--- config.mk ---
export PLATFORM = sky130hd
export DESIGN_NAME = moving_average_filter_param
export DESIGN_NICKNAME = d
export VERILOG_FILES = /design/src/rtl/moving_average_filter_param.sv
export SDC_FILE = /design/constraint.sdc
export NUM_CORES = 1
export LEC_CHECK = 0
export BUFFER_PORTS_ARGS = -buffer_cell sky130_fd_sc_hd__buf_2
export CAP_MARGIN = 25
export CORE_MARGIN = 4
export CORE_UTILIZATION = 45
export DETAILED_ROUTE_END_ITERATION = 12
export PLACE_DENSITY = 0.66
export SYNTH_ARGS = -nofsm -noshare
export SYNTH_HDL_FRONTEND = slang
export SYNTH_SLANG_ARGS = --single-unit
--- constraint.sdc ---
create_clock -name clk -period 12.8 [get_ports clk]
set_clock_uncertainty 0.05 [all_clocks]
set_input_delay 2.56 -clock clk [delete_from_list [all_inputs] [get_ports clk]]
set_output_delay 2.56 -clock clk [all_outputs]
set_load 0.005 [all_outputs]
--- src/rtl/moving_average_filter_param.sv ---
// Streaming boxcar averager with a runtime power-of-2 window (N = 2^win_log2, clamped to 2^MAX_WIN_LOG2).
// Define MOVING_AVERAGE_ROUND_EN to round half-up; otherwise the output truncates toward -inf.
module moving_average_filter_param #(
    parameter int DATA_WIDTH    = 8,
    parameter int MAX_WIN_LOG2  = 4,
    parameter int WIN_SEL_WIDTH = 3
) (
    input  logic                     clk,
    input  logic                     rst,
    input  logic                     valid_in,
    input  logic [DATA_WIDTH-1:0]    data_in,
    input  logic [WIN_SEL_WIDTH-1:0] win_log2,
    input  logic                     flush,
    output logic                     valid_out,
    output logic [DATA_WIDTH-1:0]    data_out,
    output logic                     primed
);

    localparam int DEPTH = 1 << MAX_WIN_LOG2;
    localparam int PTR_W = MAX_WIN_LOG2;
    localparam int FW    = MAX_WIN_LOG2 + 1;
    localparam int SW    = DATA_WIDTH + MAX_WIN_LOG2;
    localparam logic [WIN_SEL_WIDTH-1:0] MAX_SEL = WIN_SEL_WIDTH'(MAX_WIN_LOG2);

    logic [WIN_SEL_WIDTH-1:0] win_clamped;
    logic [WIN_SEL_WIDTH-1:0] active_win;
    logic                     win_change;
    logic                     clear;
    logic                     accepted;
    logic [FW-1:0]            n_val;
    logic [FW-1:0]            fill;
    logic [FW-1:0]            fill_next;
    logic [PTR_W-1:0]         wr_ptr;
    logic [PTR_W-1:0]         rd_idx;
    logic [DATA_WIDTH-1:0]    sample_buf [DEPTH];
    logic [DATA_WIDTH-1:0]    x_old;
    logic signed [SW-1:0]     sum;
    logic signed [SW-1:0]     sum_next;
    logic                     v1;
    logic [DATA_WIDTH-1:0]    avg;

    always_comb begin
        win_clamped = (win_log2 > MAX_SEL) ? MAX_SEL : win_log2;
        win_change  = (win_clamped != active_win);
        clear       = flush | win_change;
        accepted    = valid_in & ~clear;
        n_val       = FW'(1) << active_win;
        // For a full-depth window the low bits of N are zero, so this reads the slot about to be overwritten.
        rd_idx      = wr_ptr - n_val[PTR_W-1:0];
        x_old       = (fill == n_val) ? sample_buf[rd_idx] : '0;
        fill_next   = fill;
        if (accepted && (fill != n_val)) begin
            fill_next = fill + FW'(1);
        end
        sum_next = sum
                 + $signed({{MAX_WIN_LOG2{data_in[DATA_WIDTH-1]}}, data_in})
                 - $signed({{MAX_WIN_LOG2{x_old[DATA_WIDTH-1]}}, x_old});
    end

`ifdef MOVING_AVERAGE_ROUND_EN
    logic signed [SW:0] bias;
    logic signed [SW:0] rounded;

    always_comb begin
        bias    = (active_win == '0) ? '0 : ((SW+1)'(1) << (active_win - WIN_SEL_WIDTH'(1)));
        rounded = $signed({sum[SW-1], sum}) + bias;
        avg     = DATA_WIDTH'(rounded >>> active_win);
    end
`else
    always_comb begin
        avg = DATA_WIDTH'(sum >>> active_win);
    end
`endif

    // Buffer contents need no reset: entries are masked until the window has refilled.
    always_ff @(posedge clk) begin
        if (!rst && accepted) begin
            sample_buf[wr_ptr] <= data_in;
        end
    end

    always_ff @(posedge clk) begin
        if (rst) begin
            valid_out  <= 1'b0;
            data_out   <= '0;
            primed     <= 1'b0;
            sum        <= '0;
            fill       <= '0;
            wr_ptr     <= '0;
            v1         <= 1'b0;
            active_win <= win_clamped;
        end else begin
            // Stage 2 sees the pre-clear sum, so an in-flight result survives a flush.
            valid_out <= v1;
            if (v1) begin
                data_out <= avg;
            end
            if (clear) begin
                active_win <= win_clamped;
                sum        <= '0;
                fill       <= '0;
                primed     <= 1'b0;
                v1         <= 1'b0;
            end else begin
                fill   <= fill_next;
                primed <= (fill_next == n_val);
                v1     <= accepted && (fill_next == n_val);
                if (accepted) begin
                    sum    <= sum_next;
                    wr_ptr <= wr_ptr + PTR_W'(1);
                end
            end
        end
    end

endmodule

# After elaboration in Yosys (flattened, before gate mapping)
# Memory sizes are Yosys's and may differ from the RTL's.
# Index checks and enable logic that the tools add are counted.
# totals
ramBits	128
output_inout_bits	10
mem_count	1
input_bits	15
ff_bits	35
mem_bits_ro	0
latchBits	0
# classes
n_mux	7
addsub	5
n_eq_ne	4
magnitude_cmp	1
reduce_logical	7
shifts	2
bitwise	3
n_mul	0
div	0
# memory_table
name	depth	width	read_ports	rd_ports_with_merged_regs	write_ports	line_no	source
sample_buf	16	8	1	0	1	35	logic [DATA_WIDTH-1:0] sample_buf [DEPTH];
# ops
cell	n
$add 12x8->12	1
$sshr 12x3->8	1
$sub 12x8->12	1
$eq 5x5->1	2
$mux 3	3
$mux 8	1
$add 5x1->5 const B	1
$mux 5	1
$ne 5x5->1	1
$shl 1x3->5 const A	1
$add 4x1->4 const B	1
$sub 4x4->4	1
$gt 3x3->1 const B	1
$logic_and 1x1->1	3
$ne 3x3->1	1
$mux 1	2
$reduce_and 2->1	1
$reduce_bool 2->1	1
$reduce_or 2->1	1
$and 1x1->1	1
$logic_not 1->1	1
$not 1->1	1
$or 1x1->1	1

# Depth between registers and ports, before layout
# Gate-level depths: netlist of run 1.
# logic_depth
word_depth	10
depth_mapped	22
depth_no_buf	20

# Worst setup path before layout of run 1
# Ideal clock, no wire load.
# synth_timing
kind	reg-to-reg
start	reg active_win[2]
end	reg sum[11]
path_stages_with_launch	22
arrival_ns	5.469
setup_ns	0.070
slack_ns	7.211
t_required_ns	12.680
cell_sequence	edfxtp_1 buf_2 buf_2 nor3_1 ha_1 inv_1 fa_1 clkbuf_1 buf_1 mux4_2 mux2i_1 a211oi_1 fa_1 inv_1 ha_1 a21o_1 a21oi_1 o21ai_0 a2111oi_0 o311a_1 mux2_2 a21oi_1
# synth_via
elab_chain_cells	5
elab_cells_between_ends	11
# synth_lines
element	line_no	source
start, declared	26	logic [WIN_SEL_WIDTH-1:0] active_win;
start signal, assigned	91	active_win <= win_clamped;
start signal, assigned	99	active_win <= win_clamped;
$shl 1x3->5	47	n_val = FW'(1) << active_win;
$sub 4x4->4	49	rd_idx = wr_ptr - n_val[PTR_W-1:0];
$mem_v2 16x8	-	
$mux 8	50	x_old = (fill == n_val) ? sample_buf[rd_idx] : '0;
$sub 12x8->12	57	- $signed({{MAX_WIN_LOG2{x_old[DATA_WIDTH-1]}}, x_old});
end signal, assigned	109	sum <= sum_next;
end, declared	37	logic signed [SW-1:0] sum;
# Parallel ways exist; a longest one is shown, timed or not.
# A chain may end at the register's enable or synchronous reset.

# Final worst setup path of run 1
# layout_timing
start	reg active_win[0]
end	reg sum[11]
# The elaborated chain is that of the path after synthesis.

==> results of run 1 <==
placed cells by master, fill, tap and decap left out, drive strengths merged, types with 23 or more instances in the layout:
cell type,instances
a21oi,24
nand2,27
dfxtp,32
mux2i,23
a211oi,26
inv,56
nor2,51
edfxtp,131
buf,30
mux4,33
cells by family after synthesis:
logic type               synth area share
XOR/XNOR                          0.02904
adder cells (fa/ha/maj)           0.06415
buffers and inverters             0.04085
AND/OR/NAND/NOR                   0.07021
multiplexers                       0.1256
flip-flops                         0.5834
AO/OA/AOI/OAI                     0.08681
how the worst max path moves through the flow:
stage	from	to	slack, ns	depth (start not counted)
after CTS	active_win[0]$_DFFE_PP_	sum[11]$_SDFFE_PP0P_	6.60	19
after detailed placement	active_win[0]$_DFFE_PP_	sum[11]$_SDFFE_PP0P_	6.65	19
after floorplan	active_win[2]$_DFFE_PP_	sum[11]$_SDFFE_PP0P_	7.21	21
final	active_win[0]$_DFFE_PP_	sum[11]$_SDFFE_PP0P_	6.62	19
after global placement	active_win[0]$_DFFE_PP_	sum[11]$_SDFFE_PP0P_	6.76	19
after global routing	active_win[0]$_DFFE_PP_	sum[11]$_SDFFE_PP0P_	6.20	19
where the power goes:
| group | leakage, nW | internal [mW] | switching [mW] |
|---|---|---|---|
| registers | 1.44 | 0.574 | 0.00581 |
| clock network | 0.290 | 0.293 | 0.218 |
| logic | 1.36 | 0.0898 | 0.114 |
| total | 3.09 | 0.956 | 0.337 |
worst max-delay path: stages, from the launching register on:
cell and delay [ns]:
edfxtp_1 0.84, nand2b_1 0.22, nor2_1 0.29, inv_1 0.12, fa_1 0.49, buf_4 0.40, mux4_2 0.37, nor2b_1 0.14
a211oi_1 0.24, a211oi_1 0.09, fa_1 0.49, inv_1 0.07, ha_1 0.29, a21o_1 0.18, a21oi_1 0.20, o21ai_0 0.21
a2111oi_0 0.66, o311a_1 0.26, mux2_2 0.33, a21oi_1 0.14
through the flow:
stage	setup slack, ns	utilization
3_3_place_gp	6.761	0.4752
2_1_floorplan	7.211	-
6_report	6.617	0.5098
4_1_cts	6.605	0.5098
5_1_grt	6.197	0.5098
3_5_place_dp	6.652	0.4752
state kept, by name, summed over array words and instances, names as in the netlist:
| signal | cells |
|---|---|
| sum | 12 |
| data_out | 8 |
| fill | 5 |
| active_win | 3 |
| valid_out | 1 |
| wr_ptr | 4 |
| primed | 1 |
| sample_buf | 128 |
| v1 | 1 |
final cells by class:
| cell class | count | area (um2) |
|---|---|---|
| flip-flops and latches | 163 | 4574 |
| multi-input cells | 330 | 2957 |
| clock inverters | 15 | 168.9 |
| inverters | 49 | 183.9 |
| repair buffers | 30 | 165.2 |
| well taps | 225 | 281.5 |
| clock buffers | 17 | 425.4 |
| fillers | 1489 | 8421 |
routing by layer:
layer | global-route usage | share of wire | wire length, um | vias to the layer above
met5 | 0 | 0 | 0 | -
met4 | 0.05048 | 0.019 | 294 | 0
met3 | 0.04507 | 0.057 | 907 | 15
met2 | 0.2588 | 0.47 | 7456 | 115
met1 | 0.2414 | 0.45 | 7129 | 2248
li1 | - | - | - | 2155
cell usage after synthesis (15+ instances only):
cell	n
nand2_1	27
a211oi_1	26
inv_1	48
mux2i_1	23
clkbuf_1	15
o21ai_0	16
ha_1	21
a21oi_1	24
nor2_1	51
dfxtp_1	32
xnor2_1	15
edfxtp_1	131
mux4_2	33
==> flow_summary.ini, run 1 <==
[synth]
synth-edff-count = 131
yosysTopAreaCell = edfxtp_1
synth_top_area_share = 0.5017
synth_cell_types = 56
ys_seq_elements = 163
synth_area_leaders = edfxtp_1, mux4_2, dfxtp_1
synth_nets = 618
ys_warn_count = 0
ys.flop_type = edfxtp_1
async_reset_ff_frac = 0
avgSynthCellArea_um2 = 13.76
ys_seq_area_frac = 0.5834
synthCells = 570
syn_area_um2 = 7841

[clocking]
clk_pin_slew_ns = 0.06
root_buffer = clkbuf_16
clock_sinks = 163
clk_latency_ns = 0.43
postCtsSetupRepairBufs = 0
htreeDepth = 4
numCtsBuffers = 17
tritoncts = yes
cts_hold_buf = 0
cts.path.max_buffers = 2
ctsResizeCount = 0

[routing]
viasPerCell = 5.468
antenna_left = 0
drcViolationCount = 0
drt_iter0_drc = 314
vias = 4533
dr.pass1.iters = 4
wire_per_inst_um = 19.04
wl_um = 15790

[worst_setup_path]
arrival_ns = 6.48
rr_startpoint = active_win[0]$_DFFE_PP_
rrSetupSlack_ns = 6.62
startpoint_type = register
r2r_cells = 19
path_max_fanout = 32
required_ns = 13.10
path_class = register to register
r2r-end = sum[11]$_SDFFE_PP0P_
cp-end-kind = register

[worst_hold_path]
hold_path_depth = 2
hold_path.startpoint = data_out[2]$_SDFFE_PP0P_
hold_path.class = register to register
whs_endpoint = data_out[2]$_SDFFE_PP0P_

[final_layout]
final_cells = 829
area_delta_synth_final_pct = 11.66
layout.nets = 639
layout-drive-gt1-share = 0.1722
diodes = 0
fin_area_um2 = 8756

[placed_design]
place.gp.congestion = 0.8275
io_buffers = 24
dpl_cell_area_um2 = 8162
numPlacedInstances = 797
dp_hpwl_um = 10580

[grt]
grt_pass1_vias = 4568
grt_use_total = 0.1697
grt_max_degree = 33
antenna_found_initial = 0
gr-total-overflow = 0
grt_pass1_wl_um = 25650

[timing]
hold_viol = 0
max_slew_margin = 0.3974
setup_viol_count_final = 0
rsz0062_at_grt = false
worst_slew_pin_slew_ns = 0.9005
worst_hold_slack_ns = 0.4326
finalMaxSlewViolations = 0
setup_tns_ns = 0
finalCritPeriodShare = 0.4831
fmax_ghz = 0.1617
fin_crit_ns = 6.184

[die]
coreArea_um2 = 17180
start_util = 0.4565
num_io_pins = 25
dieHeight_um = 140.0
die_area_um2 = 19600
die_w_um = 140.0
num_rows = 48

[pwr]
power_density_nw_per_um2 = 147.7
leakage_nw = 3.091
p_total_mw = 1.294
ir_drop_uv = 175.4

[flow_run]
maxCapViolCount = 0

[run_status]
outcome = completed
(Power assumes the default switching activity.)
==> run 2: changes to the inputs <==
- clock period: 12.8 -> 6.16 ns (I/O delays scaled with it)
==> run 2 against run 1 <==
Critical path depth unchanged. Fmax increased by 7.9%. Non-clock buffer count increased by 5. Utilization about the same. Final area hardly changed. Die area is the same. Largest cell class unchanged.
==> flow_summary.ini, run 2 (synthesized netlist as in run 1, its figures left out) <==
[routing]
wire_per_inst_um = 19.22
wl_um = 16030
vias = 4511
antenna_left = 0
wl_met1_um = 7371
wl_met2_um = 7639
viasPerCell = 5.409
wl_met3_um = 801
dr.pass1.iters = 4
drcViolationCount = 0
routed.top_layer = met4
drt_iter0_drc = 327

[worst_hold_path]
hold_path.startpoint = data_out[4]$_SDFFE_PP0P_
hold_path.class = register to register

[clocking]
ctsResizeCount = 0
postCtsSetupRepairBufs = 0
clk_pin_slew_ns = 0.06
cts_hold_buf = 0
htreeDepth = 4
clk_latency_ns = 0.42
numCtsBuffers = 17
tritoncts = yes
cts.path.max_buffers = 2
root_buffer = clkbuf_16
clock_sinks = 163

[worst_setup_path]
cp-end-kind = register
path_class = register to register
required_ns = 6.47
rr_startpoint = active_win[0]$_DFFE_PP_
path_max_fanout = 21
arrival_ns = 6.04
startpoint = active_win[0]$_DFFE_PP_
startpoint_type = register

[placed_design]
io_buffers = 24
dp_hpwl_um = 10980
place_ws_ns = 0.3835
place.gp.congestion = 0.8588

[final_layout]
diodes = 0
final_cell_mix = edfxtp_1, nor2_1, inv_1
largest_registers = sample_buf x128, sum x12, data_out x8
area_delta_synth_final_pct = 11.73
layout.nets = 644
fillers = 1494
fin_util = 0.5101
layout-drive-gt1-share = 0.1790
regMostFlops = sample_buf
largest_reg_flops = 128
layout_commonest_cell = edfxtp_1

[die]
dieHeight_um = 140.0
die_area_um2 = 19600
num_io_pins = 25
die_w_um = 140.0
coreArea_um2 = 17180
start_util = 0.4565
num_rows = 48

[pwr]
leakage_nw = 3.093
power_density_nw_per_um2 = 296.2
ir_drop_uv = 229.2

[grt]
gr-total-overflow = 0
antenna_found_initial = 0
grt_pass1_vias = 4570
grt_pass1_wl_um = 25560
grt_max_degree = 22
grt_use_total = 0.1696

[timing]
setup_tns_ns = 0
rsz0062_at_grt = false
finalCritPeriodShare = 0.9300
max_slew_margin = 0.4252
worst_slew_pin_slew_ns = 0.8571
setup_viol_count_final = 0
worst_slack_ns = 0.4314
finalMaxSlewViolations = 0
fmax_ghz = 0.1746
fin_crit_ns = 5.729
hold_viol = 0

[run_status]
outcome = completed

[flow_run]
maxCapViolCount = 0
[run 2: changes by cell type in the layout (fill, tap and decap cells not counted)]
cell / before / now
fa_1: 12 / 11
fa_2: 0 / 1
clkinvlp_4: 1 / 2
buf_12: 0 / 2
clkinv_8: 1 / 0
buf_4: 6 / 9
clkbuf_1: 0 / 1
clkinv_4: 0 / 4
clkinv_2: 1 / 2
bufinv_16: 2 / 0
inv_6: 7 / 3
[run 2: final timing paths]
path                                    to  slack (ns)  cells past startpoint
setup / recovery      sum[11]$_SDFFE_PP0P_        0.43                     19
hold / removal    data_out[4]$_SDFFE_PP0P_        0.45                      2
setup reg to reg      sum[11]$_SDFFE_PP0P_        0.43                     19
hold reg to reg   data_out[4]$_SDFFE_PP0P_        0.45                      2
[run 2: routing by layer]
layer | track usage | vias to the layer above
met5 | 0 | -
met4 | 0.05252 | 0
met3 | 0.03790 | 19
met2 | 0.2654 | 109
met1 | 0.2388 | 2214
li1 | - | 2169
[run 2: area by class of cell]
cell class,count,area (um2),area share
sequential,163,4574,0.5221
multi-input combinational,330,2959,0.3378
clock buffer,18,429.2,0.04899
tap,225,281.5,0.03213
timing repair buffer,35,227.7,0.02599
inverter,49,183.9,0.02099
clock inverter,14,105.1,0.01200
[run 2: stage by stage]
step	hold WS [ns]	cell area, um2	power [mW]	instances
6_report	0.4481	8761	2.595	834
5_1_grt	0.4716	8761	2.710	834
4_1_cts	0.4507	8758	2.613	834
3_5_place_dp	0.4387	8224	1.664	802
3_3_place_gp	0.4219	8224	1.658	802
2_1_floorplan	0.4074	7841	1.552	570
[run 2: critical path, stage by stage, from the launching register on]
cell and delay (ns):
edfxtp_1 0.35, buf_4 0.26, nand2b_1 0.15, nor2_1 0.31, inv_1 0.13, fa_2 0.37, xnor2_2 0.63, buf_4 0.27
nor2b_1 0.06, a211oi_1 0.38, a211oi_1 0.12, fa_1 0.49, inv_1 0.04, ha_1 0.32, a21oi_1 0.22, o21ai_0 0.21
a2111oi_0 0.60, o311a_1 0.25, mux2_2 0.33, a21oi_1 0.13
[run 2: power breakdown]
| part | switching, mW | internal (mW) | leakage (nW) |
|---|---|---|---|
| clock network | 0.434 | 0.519 | 0.258 |
| registers | 0.00447 | 1.19 | 1.44 |
| logic | 0.249 | 0.196 | 1.39 |
| total | 0.687 | 1.91 | 3.09 |
==> run 3: changes to the inputs <==
- ABC_AREA: default -> 1
==> run 3 against run 2 <==
Final area grew 3.4%. Global-route usage rose by 1.8 points. Sequential power hardly changed. Cell count rose by 29%. Clock power is 14% higher. Die area is 3.8% higher. Non-clock buffer count down 5. Register-to-register slack gained 0.49 ns. Via count grew 29%. First-iteration DRC count rose by 77%. Fmax increased by 9.4%. Sequential share of layout area down 1.7 points. Critical path type unchanged.
==> flow_summary.ini, run 3 <==
[run_status]
outcome = completed

[worst_setup_path]
cp_cell_sequence = buf_4 -> inv_2 -> nand2_2 -> inv_1 -> ha_2 -> inv_1 -> fa_2 -> buf_4 -> a21oi_1 -> a32oi_1 -> o21ai_0 -> a21oi_1 -> fa_1 -> inv_1 -> ha_1 -> nand3_1 -> nand2_1 -> a21oi_1 -> o21ai_1 -> a21oi_1 -> or2_0 -> nand3_1 -> nand2_1 -> inv_1
cpMaxStageDelayCell = fa_2
startpoint_type = register
path_max_fanout = 38
path_delay_family = adder cells
max_stage_delay_ns = 1.02
required_ns = 6.44
arrival_ns = 5.52
cp-end-kind = register
crit_buf_inv = 7
path_class = register to register

[synth]
ys_warn_count = 0
ys.flop_type = edfxtp_1
avgSynthCellArea_um2 = 9.935
synthXorXnorAreaFrac = 0.02178
synth_compound_area_frac = 0.1266
synth_fa_ha_area_frac = 0.06167
synth_area_leaders = edfxtp_1, nand2_1, dfxtp_1
post_synth_and_or_nand_nor_area_fraction = 0.1694
yosysTopAreaCell = edfxtp_1
ys_seq_elements = 163
synth_top_area_share = 0.4823
synthCells = 821
async_reset_ff_frac = 0
synthMostInstantiatedCell = nand2_1
synth.top_cells.by_count = nand2_1, edfxtp_1, inv_1
syn_area_um2 = 8157
synth_mux_area_frac = 0
synth_cell_types = 42
synth-edff-count = 131
synth_nets = 869
ys_seq_area_frac = 0.5608
synth_top_family_by_area = simple AND/OR/NAND/NOR gates

[clocking]
root_buffer = clkbuf_16
numCtsBuffers = 17
clock_sinks = 163
postCtsSetupRepairBufs = 0
htreeDepth = 4
cts.path.max_buffers = 2
tritoncts = yes
cts_hold_buf = 0
ctsResizeCount = 0
clk_latency_ns = 0.43
clk_pin_slew_ns = 0.06

[timing]
worst_slack_ns = 0.9258
fmax_ghz = 0.1910
setup_tns_ns = 0
max_slew_margin = 0.3991
worst_slew_pin_slew_ns = 0.8981
finalCritPeriodShare = 0.8497
finalMaxSlewViolations = 0
hold_viol = 0
setup_viol_count_final = 0
fin_crit_ns = 5.234
rsz0062_at_grt = false

[placed_design]
dpl_cell_area_um2 = 8456
place.gp.congestion = 0.8599
dp_hpwl_um = 12330
place_ws_ns = 0.9216
io_buffers = 24

[pwr]
p_switching_mw = 0.8398
seq_power_share = 0.414
ir_drop_uv = 193.8
power_frac_comb = 0.209
switching_share = 0.2912
leakage_nw = 3.463
clkPwrFrac = 0.376
power_density_nw_per_um2 = 318.4
p_total_mw = 2.884
p_int_mw = 2.044

[final_layout]
largest_reg_flops = 128
fillers = 1595
layout-drive-gt1-share = 0.1122
diodes = 0
final_cell_mix = nand2_1, edfxtp_1, inv_1
fin_util = 0.5165
multi_input_area_um2 = 3099
seq_area_um2 = 4574
fin_area_um2 = 9057
layout.nets = 883
layout_commonest_cell = nand2_1
largest_registers = sample_buf x128, sum x12, data_out x8
regMostFlops = sample_buf
area_delta_synth_final_pct = 11.04

[routing]
wl_um = 18350
viasPerCell = 5.432
vias = 5823
wire_per_inst_um = 17.12
drt_iter0_drc = 579
drcViolationCount = 0
antenna_left = 0
dr.pass1.iters = 5

[die]
die_w_um = 142.6
num_io_pins = 25
coreArea_um2 = 17540
start_util = 0.4651
num_rows = 48
die_area_um2 = 20340
dieHeight_um = 142.6

[worst_hold_path]
hold_path.class = register to register

[grt]
gr-total-overflow = 0
grt_use_total = 0.1873
antenna_found_initial = 0
grt_pass1_vias = 5588
grt_pass1_wl_um = 29390
grt_max_degree = 65

[flow_run]
maxCapViolCount = 0
[run 3: final timing paths]
path | cells after the start | startpoint | slack [ns] | end
setup / recovery | 24 | active_win[2]$_DFFE_PP_ | 0.93 | sum[9]$_SDFFE_PP0P_
hold / removal | 2 | data_out[6]$_SDFFE_PP0P_ | 0.43 | data_out[6]$_SDFFE_PP0P_
setup reg to reg | 24 | active_win[2]$_DFFE_PP_ | 0.93 | sum[9]$_SDFFE_PP0P_
hold reg to reg | 2 | data_out[6]$_SDFFE_PP0P_ | 0.43 | data_out[6]$_SDFFE_PP0P_
[run 3: cell families (layout without fill, tap and decap cells)]
group / Yosys count / in the layout
AO/OA/AOI/OAI: 171 / 171
flip-flops: 163 / 163
buffers and inverters: 121 / 147
XOR/XNOR: 16 / 16
adder cells (fa/ha/maj): 33 / 33
AND/OR/NAND/NOR: 317 / 317
[run 3: per-stage QoR]
| step | hold WS, ns | cells |
|---|---|---|
| 3_5_place_dp | 0.4177 | 1041 |
| 6_report | 0.4341 | 1072 |
| 2_1_floorplan | 0.3989 | 821 |
| 3_3_place_gp | 0.4121 | 1041 |
| 4_1_cts | 0.4372 | 1072 |
| 5_1_grt | 0.4647 | 1072 |
[run 3: layer usage]
| metal | vias up | wire length [um] | global-route usage |
|---|---|---|---|
| met5 | - | 0 | 0 |
| met4 | 0 | 223 | 0.04952 |
| met3 | 22 | 1227 | 0.04220 |
| met2 | 186 | 8697 | 0.2987 |
| met1 | 2764 | 8203 | 0.2608 |
| li1 | 2851 | - | - |
[run 3: cell type report]
class | count | area share
Timing Repair Buffer | 30 | 0.01962
Sequential cell | 163 | 0.5050
Clock buffer | 17 | 0.04697
Clock inverter | 14 | 0.01948
Inverter | 86 | 0.03564
Multi-Input combinational cell | 537 | 0.3422
Tap cell | 225 | 0.03108
[run 3: worst min-delay path, delay by kind of cell (launching register included)]
| family | cells | cell delay, ns |
|---|---|---|
| flip-flops | 1 | 0.33 |
| AO/OA/AOI/OAI | 1 | 0.08 |
| buffers and inverters | 1 | 0.05 |
[run 3: power by group through the flow]
| stage | logic, mW | registers [mW] | clock network [mW] |
|---|---|---|---|
| 6_report | 0.604 | 1.19 | 1.09 |
| 5_1_grt | 0.688 | 1.19 | 1.14 |
| 4_1_cts | 0.603 | 1.19 | 1.10 |
| 3_5_place_dp | 0.601 | 1.22 | 0 |
| 3_3_place_gp | 0.593 | 1.22 | 0 |
| 2_1_floorplan | 0.450 | 1.22 | 0 |
